$ cat src/rtl/snake_pkg.sv
// Shared types and constants for the snake game blocks.
package snake_pkg;

  typedef enum logic [1:0] {
    ST_IDLE = 2'b00,
    ST_RUN  = 2'b01,
    ST_LOST = 2'b10,
    ST_WON  = 2'b11
  } game_state_t;

  localparam int X_W      = 7;
  localparam int Y_W      = 6;
  localparam int SCORE_W  = 4;
  localparam int PERIOD_W = 23;
  localparam int PROD_W   = PERIOD_W + SCORE_W;

  localparam logic [SCORE_W-1:0] MAX_SCORE = 4'd15;

  // Move period for a given score. It never drops below min_p and never wraps.
  function automatic logic [PERIOD_W-1:0] calc_period(
    input logic [SCORE_W-1:0]  score,
    input logic [PERIOD_W-1:0] base,
    input logic [PERIOD_W-1:0] step,
    input logic [PERIOD_W-1:0] min_p
  );
    logic [PROD_W-1:0] dec;
    logic [PROD_W-1:0] span;
    dec  = PROD_W'(score) * PROD_W'(step);
    span = '0;
    if (base <= min_p) return min_p;
    span = PROD_W'(base - min_p);
    if (dec >= span) return min_p;
    return base - dec[PERIOD_W-1:0];
  endfunction

endpackage

$ cat src/rtl/snake_game_ctrl_tick_timer.sv
// Movement timer: counts 0..period-1 while running and flags the last count.
// The period is latched at each restart, so a period already in progress is
// never shortened by a score change.
module tick_timer
  import snake_pkg::*;
(
  input  logic                clk,
  input  logic                reset,
  input  logic                run,
  input  logic                restart,
  input  logic [PERIOD_W-1:0] period,
  output logic                tick
);

  logic [PERIOD_W-1:0] count_q;
  logic [PERIOD_W-1:0] period_q;

  assign tick = run & (count_q == (period_q - PERIOD_W'(1)));

  // Count register; wraps to zero and reloads the period on every tick.
  always_ff @(posedge clk) begin
    if (reset) begin
      count_q  <= '0;
      period_q <= '0;
    end else if (restart) begin
      count_q  <= '0;
      period_q <= period;
    end else if (run) begin
      if (tick) begin
        count_q  <= '0;
        period_q <= period;
      end else begin
        count_q <= count_q + PERIOD_W'(1);
      end
    end
  end

endmodule

$ cat src/rtl/snake_game_ctrl.sv
// Round sequencer for the snake game: start handling, move tick, evaluation of
// collision/food flags two cycles after each tick, and the score register.
module snake_game_ctrl
  import snake_pkg::*;
#(
  parameter int TICK_BASE = 4_000_000,
  parameter int TICK_STEP = 200_000,
  parameter int TICK_MIN  = 1_000_000
) (
  input  logic               clk,
  input  logic               reset,
  input  logic               start,
  input  logic               game_over,
  input  logic               victory,
  input  logic               food_hit,
  output logic [1:0]         state,
  output logic               move_tick,
  output logic               grow,
  output logic               clear,
  output logic [SCORE_W-1:0] score
);

  localparam logic [PERIOD_W-1:0] BASE_P = PERIOD_W'(TICK_BASE);
  localparam logic [PERIOD_W-1:0] STEP_P = PERIOD_W'(TICK_STEP);
  localparam logic [PERIOD_W-1:0] MIN_P  = PERIOD_W'(TICK_MIN);

  game_state_t         state_q, state_d;
  logic [SCORE_W-1:0]  score_q, score_d;
  logic                start_q;
  logic                start_edge;
  logic                start_round;
  logic                grow_c;
  logic [1:0]          eval_pipe;
  logic                eval;
  logic                move_tick_q;
  logic                clear_q;
  logic                timer_tick;
  logic [PERIOD_W-1:0] period;

  assign start_edge = start & ~start_q;
  assign eval       = eval_pipe[1];

  // A new round always starts from score 0, so the restart loads that period.
  assign period = calc_period(start_round ? '0 : score_q, BASE_P, STEP_P, MIN_P);

  tick_timer u_timer (
    .clk     (clk),
    .reset   (reset),
    .run     (state_q == ST_RUN),
    .restart (start_round),
    .period  (period),
    .tick    (timer_tick)
  );

  // Next-state, score update and grow decision; grow is combinational so it
  // lines up with the eval cycle two cycles after move_tick.
  always_comb begin
    state_d     = state_q;
    score_d     = score_q;
    start_round = 1'b0;
    grow_c      = 1'b0;
    case (state_q)
      ST_IDLE, ST_LOST, ST_WON: begin
        if (start_edge) begin
          state_d     = ST_RUN;
          score_d     = '0;
          start_round = 1'b1;
        end
      end
      ST_RUN: begin
        if (eval) begin
          if (game_over) begin
            state_d = ST_LOST;
          end else if (victory) begin
            state_d = ST_WON;
          end else if (food_hit) begin
            grow_c = 1'b1;
            if (score_q != MAX_SCORE) score_d = score_q + SCORE_W'(1);
          end
        end
      end
      default: state_d = ST_IDLE;
    endcase
  end

  // State, score, edge detector, eval delay line and registered strobes.
  always_ff @(posedge clk) begin
    if (reset) begin
      state_q     <= ST_IDLE;
      score_q     <= '0;
      start_q     <= 1'b0;
      eval_pipe   <= '0;
      move_tick_q <= 1'b0;
      clear_q     <= 1'b0;
    end else begin
      state_q     <= state_d;
      score_q     <= score_d;
      start_q     <= start;
      eval_pipe   <= {eval_pipe[0], move_tick_q};
      move_tick_q <= timer_tick & (state_d == ST_RUN);
      clear_q     <= start_round;
    end
  end

  assign state     = state_q;
  assign score     = score_q;
  assign move_tick = move_tick_q;
  assign clear     = clear_q;
  assign grow      = grow_c;

endmodule

$ cat config.mk
export PLATFORM = sky130hd
export DESIGN_NAME = snake_game_ctrl
export DESIGN_NICKNAME = d
export VERILOG_FILES = /design/src/rtl/snake_pkg.sv /design/src/rtl/snake_game_ctrl_tick_timer.sv /design/src/rtl/snake_game_ctrl.sv
export SDC_FILE = /design/constraint.sdc
export NUM_CORES = 1
export LEC_CHECK = 0
export CAP_MARGIN = 20
export CORE_MARGIN = 3
export CORE_UTILIZATION = 65
export DETAILED_ROUTE_END_ITERATION = 10
export PLACE_DENSITY = 0.89
export SYNTH_ARGS = -nofsm -noshare
export SYNTH_HDL_FRONTEND = slang
export SYNTH_SLANG_ARGS = --single-unit
$ cat constraint.sdc
create_clock -name clk -period 11.6 [get_ports clk]
set_clock_uncertainty 0.05 [all_clocks]
set_input_delay 1.16 -clock clk [delete_from_list [all_inputs] [get_ports clk]]
set_output_delay 1.16 -clock clk [all_outputs]
set_load 0.02 [all_outputs]
==> results.ini, run 1 <==
[sta]
worst_slew_pin_slew_ns=0.704
tns_ns=0
setup_ws_ns=6.33
max_freq_mhz=190
setup_viol=0
drv_slew=0
hold_viol_final=0
finalCritPeriodShare=0.454
timing.final.crit_period_ns=5.27
hold-worst-slack_ns=0.400
rsz0062_at_grt=false
slew-limit-headroom=0.529

[die]
core_um2=5240
pin_count=15
dieArea_um2=6450
dieWidth_um=80.3
initial_core_util=0.686
die_y_um=80.3
std_cell_rows=26

[clock_network]
cts_tree=done
cts_setup_buffers=0
htreeDepth=2
clkSinkCount=51
clock_latency_ns=0.31
cts_resized=0
postCtsHoldBufs=0
clk_pin_slew_ns=0.10
root_buffer=clkbuf_8
clock_path_buffers=2
cts_made_buffers=5

[synthesis]
synth-main-ff-cell=dfxtp_1
synth.distinct_cells=71
syn_area_um2=3590
synth-seq-area-share=0.284
synth_top_area_share=0.284
synthCells=427
synthTopCellsByArea=dfxtp_1, xnor2_1, ha_1
syn_nets=455
yosys.area.top_type=dfxtp_1
synth_seq_cells=51
synthesis.area_per_instance_um2=8.41
synth-edff-count=0
async_flop_share=0
synth_warnings=0

[power]
power_frac_comb=0.144
netSwitchingFraction=0.261
power_density_nw_per_um2=102
p_leak_nw=1.49
p_int_mw=0.290
power_mw=0.393
clkPwrFrac=0.382
p_seq_frac=0.474
max-vdd-ir-drop_v=0.0000756
power.net_switching_mw=0.102

[placed_design]
port-buffer-count=14
gp_congestion=0.905
dp_hpwl_mm=5.77
post-place-ws_ns=6.12

[routing]
vias=3191
first_iter_violations=253
viasPerCell=6.38
wire_per_inst_um=15.8
drc=0
wirelength_mm=7.90
ant_nets=0
dr.pass1.iters=5

[critical_path]
start_kind=primary input
cp_max_fo=9
path_class=in2reg
cp-end-kind=register
cp.required_ns=11.75
cp.arrival_ns=5.42

[finish]
area_growth_pct=6.72
antenna_cells=0
fin_util=0.732
drive_gt1_frac=0.0651
nNetsFinal=457
layout_common_cells=nor2_1, dfxtp_1, xnor2_1
final_common_cell=nor2_1

[run]
maxCapViolCount=0

[global_route]
grt_max_degree=22
grt_first_pass_wirelength_mm=13.8
grt.overflow.total=0
antenna_found_initial=0
grt_use_total=0.266
grt_pass1_vias=3041

[status]
status=completed

[hold_path]
hold_class=reg2reg

==> sequential cells by signal, indices dropped and copies added, names as in the netlist <==
signal / cells
clear: 1
eval_pipe: 2
state: 2
move_tick: 1
u_timer.period_q: 17
start_q: 1
score: 4
u_timer.count_q: 23
==> power groups by stage <==
stage / clock network (mW) / logic [mW] / registers [mW]
floorplan: 0 / 0.0481 / 0.187
global placement: 0 / 0.0531 / 0.190
detailed placement: 0 / 0.0542 / 0.190
CTS: 0.152 / 0.0556 / 0.186
global route: 0.160 / 0.0614 / 0.187
finish: 0.150 / 0.0565 / 0.186
==> final cells by class <==
class | instances | area, um^2
timing repair buffer | 14 | 140
inverter | 13 | 48.8
multi-input combinational | 344 | 2390
clock inverter | 3 | 71.3
fill | 382 | 1410
clock buffer | 5 | 68.8
sequential | 51 | 1020
tap | 70 | 87.6
==> synthesized netlist by cell type, drive strengths merged (8+ instances only) <==
library cell  number
clkbuf             8
xor2              24
nand3             17
buf               10
dfxtp             51
nor4               9
a21oi             20
xnor2             36
ha                22
nand2             30
nor2              57
nor3              12
inv               12
nand4              9
==> path summary, 6_finish.rpt <==
path / to / startpoint / cells after the start / slack [ns]
setup reg to reg: u_timer.period_q[20]$_SDFFE_PP0P_ / state[1]$_SDFF_PP0_ / 15 / 7.00
hold / removal: eval_pipe[1]$_SDFF_PP0_ / eval_pipe[0]$_SDFF_PP0_ / 1 / 0.40
setup / recovery: u_timer.period_q[20]$_SDFFE_PP0P_ / start / 16 / 6.33
hold reg to reg: eval_pipe[1]$_SDFF_PP0_ / eval_pipe[0]$_SDFF_PP0_ / 1 / 0.40
==> layer usage <==
layer / vias to the layer above / GRT usage / part of all wire
met5: - / 0 / 0
met3: 16 / 0.0504 / 0.059
li1: 1543 / - / -
met4: 0 / 0.0726 / 0.014
met1: 1518 / 0.343 / 0.45
met2: 114 / 0.453 / 0.48
==> cell families after synthesis <==
| family | after synthesis | synth area share |
|---|---|---|
| buffers and inverters | 32 | 0.0488 |
| AND/OR/NAND/NOR | 176 | 0.262 |
| multiplexers | 6 | 0.0171 |
| adder cells (fa/ha/maj) | 22 | 0.0767 |
| XOR/XNOR | 60 | 0.148 |
| flip-flops | 51 | 0.284 |
| AO/OA/AOI/OAI | 80 | 0.163 |
==> stage by stage <==
step           std cells  cell area [um^2]
6_report             500              3830
5_1_grt              500              3830
4_1_cts              500              3830
3_5_place_dp         492              3690
3_3_place_gp         492              3690
2_1_floorplan        427              3590
==> worst max-delay path, stage by stage <==
cell and delay (ns):
clkdlybuf4s50_1 0.48, and2b_2 0.19, nand2_2 0.15, nand2_1 0.19
inv_1 0.12, ha_1 0.31, ha_1 0.37, ha_1 0.38
nand3_1 0.09, o211ai_1 0.59, xor2_1 0.33, nor3_1 0.13
a311oi_1 0.42, nand2_1 0.12, xor2_1 0.15, a32o_1 0.24
(Power assumes the default switching activity.)
==> run 2, diff against run 1 <==
--- a/config.mk
+++ b/config.mk
@@ -7,9 +7,9 @@
 export LEC_CHECK = 0
 export CAP_MARGIN = 20
 export CORE_MARGIN = 3
-export CORE_UTILIZATION = 65
+export CORE_UTILIZATION = 55
 export DETAILED_ROUTE_END_ITERATION = 10
-export PLACE_DENSITY = 0.89
+export PLACE_DENSITY = 0.8
 export SYNTH_ARGS = -nofsm -noshare
 export SYNTH_HDL_FRONTEND = slang
 export SYNTH_SLANG_ARGS = --single-unit
==> constraint.sdc (replaced) <==
create_clock -name clk -period 4.23 [get_ports clk]
set_clock_uncertainty 0.05 [all_clocks]
set_input_delay 0.423 -clock clk [delete_from_list [all_inputs] [get_ports clk]]
set_output_delay 0.423 -clock clk [all_outputs]
set_load 0.02 [all_outputs]
==> run 2 against run 1 <==
- sequential power increased to 2.7 times the previous value
- first-iteration DRC count down 17%
- via count rose by 0.75%
- utilization decreased by 6.8 points
- worst hold slack improved by 0.0088 ns
- register-to-register slack worse by 6.6 ns
- non-clock buffer count increased by 31
- worst setup slack worse by 6.2 ns
- critical path type unchanged
- highest routed layer unchanged
==> results.ini, run 2 (synthesis results as in run 1) <==
[critical_path]
startpoint=start
cp-end-kind=register
cp.required_ns=4.37  ; -7.38 ns
r2r_slack_ns=0.37  ; -6.63 ns
r2r_end=u_timer.period_q[20]$_SDFFE_PP0P_
cp_max_fo=7  ; -2
reg2regPathDepth=14  ; -1
cp.arrival_ns=4.19  ; -1.23 ns
r2r_start=state[1]$_SDFF_PP0_
start_kind=primary input
crit_end=u_timer.period_q[20]$_SDFFE_PP0P_
path_class=in2reg

[routing]
wirelength_mm=8.15  ; +3.1%
drc=0  ; unchanged
viasPerCell=5.99  ; -6.2%
ant_nets=0  ; unchanged
dr.pass1.iters=5  ; unchanged
first_iter_violations=211  ; -17%
wire_per_inst_um=15.2  ; -4.0%
vias=3215  ; +0.75%

[die]
std_cell_rows=28  ; +7.7%
initial_core_util=0.586  ; -0.0999
pin_count=15  ; unchanged
dieArea_um2=7530  ; +17%
die_y_um=86.8  ; +8.1%
core_um2=6130  ; +17%
dieWidth_um=86.8  ; +8.1%

[finish]
drive_gt1_frac=0.136  ; +0.0712
antenna_cells=0  ; unchanged
final_common_cell=nor2_1
stdcell_count=537  ; +7.4%
layout_common_cells=nor2_1, dfxtp_1, xnor2_1
area_growth_pct=13.3
final_cell_area_um2=4070  ; +6.2%
nNetsFinal=489  ; +7.0%
largest_register=u_timer.count_q
largest_register_ffs=23  ; unchanged

[placed_design]
placedCellCount=526  ; +6.9%
dp_hpwl_mm=6.14  ; +6.5%
post-place-ws_ns=-0.148  ; -6.27 ns
gp_congestion=0.881  ; -2.7%
port-buffer-count=14  ; unchanged
place_area_um2=3920  ; +6.1%

[clock_network]
clock_path_buffers=2  ; unchanged
clock_latency_ns=0.31  ; about the same
root_buffer=clkbuf_8
cts_made_buffers=5  ; unchanged
clkSinkCount=51  ; unchanged
htreeDepth=2  ; unchanged
clk_pin_slew_ns=0.09  ; about the same
cts_tree=done

[global_route]
antenna_found_initial=0  ; unchanged
grt_max_degree=22  ; unchanged
grt_first_pass_wirelength_mm=13.4  ; -2.2%
grt_use_total=0.220  ; -0.0460
grt.overflow.total=0  ; unchanged
grt_pass1_vias=3053  ; +0.39%

[sta]
timing.final.crit_period_ns=4.06
setup_viol=0  ; unchanged
drv_slew=0  ; unchanged
slew-limit-headroom=0.580  ; +0.0513
worst_slew_pin_slew_ns=0.625  ; -0.0785 ns
finalCritPeriodShare=0.959
hold-worst-slack_ns=0.409  ; +0.00880 ns
setup_ws_ns=0.173  ; -6.16 ns
max_freq_mhz=246
hold_viol_final=0  ; unchanged
tns_ns=0  ; unchanged

[power]
clkPwrFrac=0.308  ; -0.074
power_frac_comb=0.167  ; +0.023
max-vdd-ir-drop_v=0.000200  ; +160%
netSwitchingFraction=0.282  ; +0.0210
power.net_switching_mw=0.273  ; +170%
p_int_mw=0.696  ; +140%
p_seq_frac=0.526  ; +0.052
p_leak_nw=1.63  ; +9.6%
power_density_nw_per_um2=238  ; +130%

[hold_path]
hold_class=reg2reg

[run]
maxCapViolCount=0  ; unchanged

[status]
status=completed

==> run 2: repair_timing <==
| item | in CTS | in global routing |
|---|---|---|
| gates resized for setup | 0 | 5 |
| endpoints found under the setup margin | 0 | 14 |
| buffers inserted | 0 | 2 |
| hold buffers | 0 | 0 |
==> run 2: critical path: stages <==
cell and delay, ns:
clkdlybuf4s50_1 0.48, and2b_2 0.16, nand2_2 0.07, and2_1 0.21, ha_1 0.33, ha_1 0.33
ha_1 0.37, nand3_1 0.11, o211ai_1 0.46, xor2_1 0.31, nor3_1 0.14, a311oi_2 0.32
nand2_1 0.10, xor2_1 0.14, a32o_1 0.24
==> run 2: cell type report <==
type / instances / area [um^2]
sequential: 51 / 1020
multi-input combinational: 345 / 2440
fill: 492 / 2060
inverter: 13 / 48.8
timing repair buffer: 45 / 373
tap: 75 / 93.8
clock buffer: 6 / 82.6
clock inverter: 2 / 13.8
==> run 2: metrics by stage <==
stage / utilization / total power [mW]
after floorplan: - / 0.645
after global placement: 0.639 / 0.674
after detailed placement: 0.639 / 0.678
after CTS: 0.654 / 0.974
after global routing: 0.664 / 1.01
final: 0.664 / 0.970
==> run 2: per-layer routing <==
layer	vias up	global-route usage	share of wire
met2	76	0.373	0.48
met1	1518	0.287	0.48
met3	12	0.0333	0.034
met5	-	0	0
li1	1609	-	-
met4	0	0.0666	0.014
==> run 2: worst min-delay path by stage <==
stage | startpoint | end | slack [ns] | cells past startpoint
5_1_grt | eval_pipe[0]$_SDFF_PP0_ | eval_pipe[1]$_SDFF_PP0_ | 0.43 | 1
2_1_floorplan | eval_pipe[0]$_SDFF_PP0_ | eval_pipe[1]$_SDFF_PP0_ | 0.36 | 1
3_3_place_gp | eval_pipe[0]$_SDFF_PP0_ | eval_pipe[1]$_SDFF_PP0_ | 0.37 | 1
3_5_place_dp | eval_pipe[0]$_SDFF_PP0_ | eval_pipe[1]$_SDFF_PP0_ | 0.39 | 1
6_report | eval_pipe[0]$_SDFF_PP0_ | eval_pipe[1]$_SDFF_PP0_ | 0.41 | 1
4_1_cts | eval_pipe[0]$_SDFF_PP0_ | eval_pipe[1]$_SDFF_PP0_ | 0.41 | 1
==> run 2: power groups by stage <==
| stage | Clock, mW | Combinational (mW) | Sequential [mW] |
|---|---|---|---|
| floorplan | 0 | 0.132 | 0.513 |
| global placement | 0 | 0.154 | 0.520 |
| CTS | 0.306 | 0.159 | 0.509 |
| detailed placement | 0 | 0.158 | 0.520 |
| finish | 0.298 | 0.161 | 0.510 |
| global route | 0.324 | 0.177 | 0.512 |
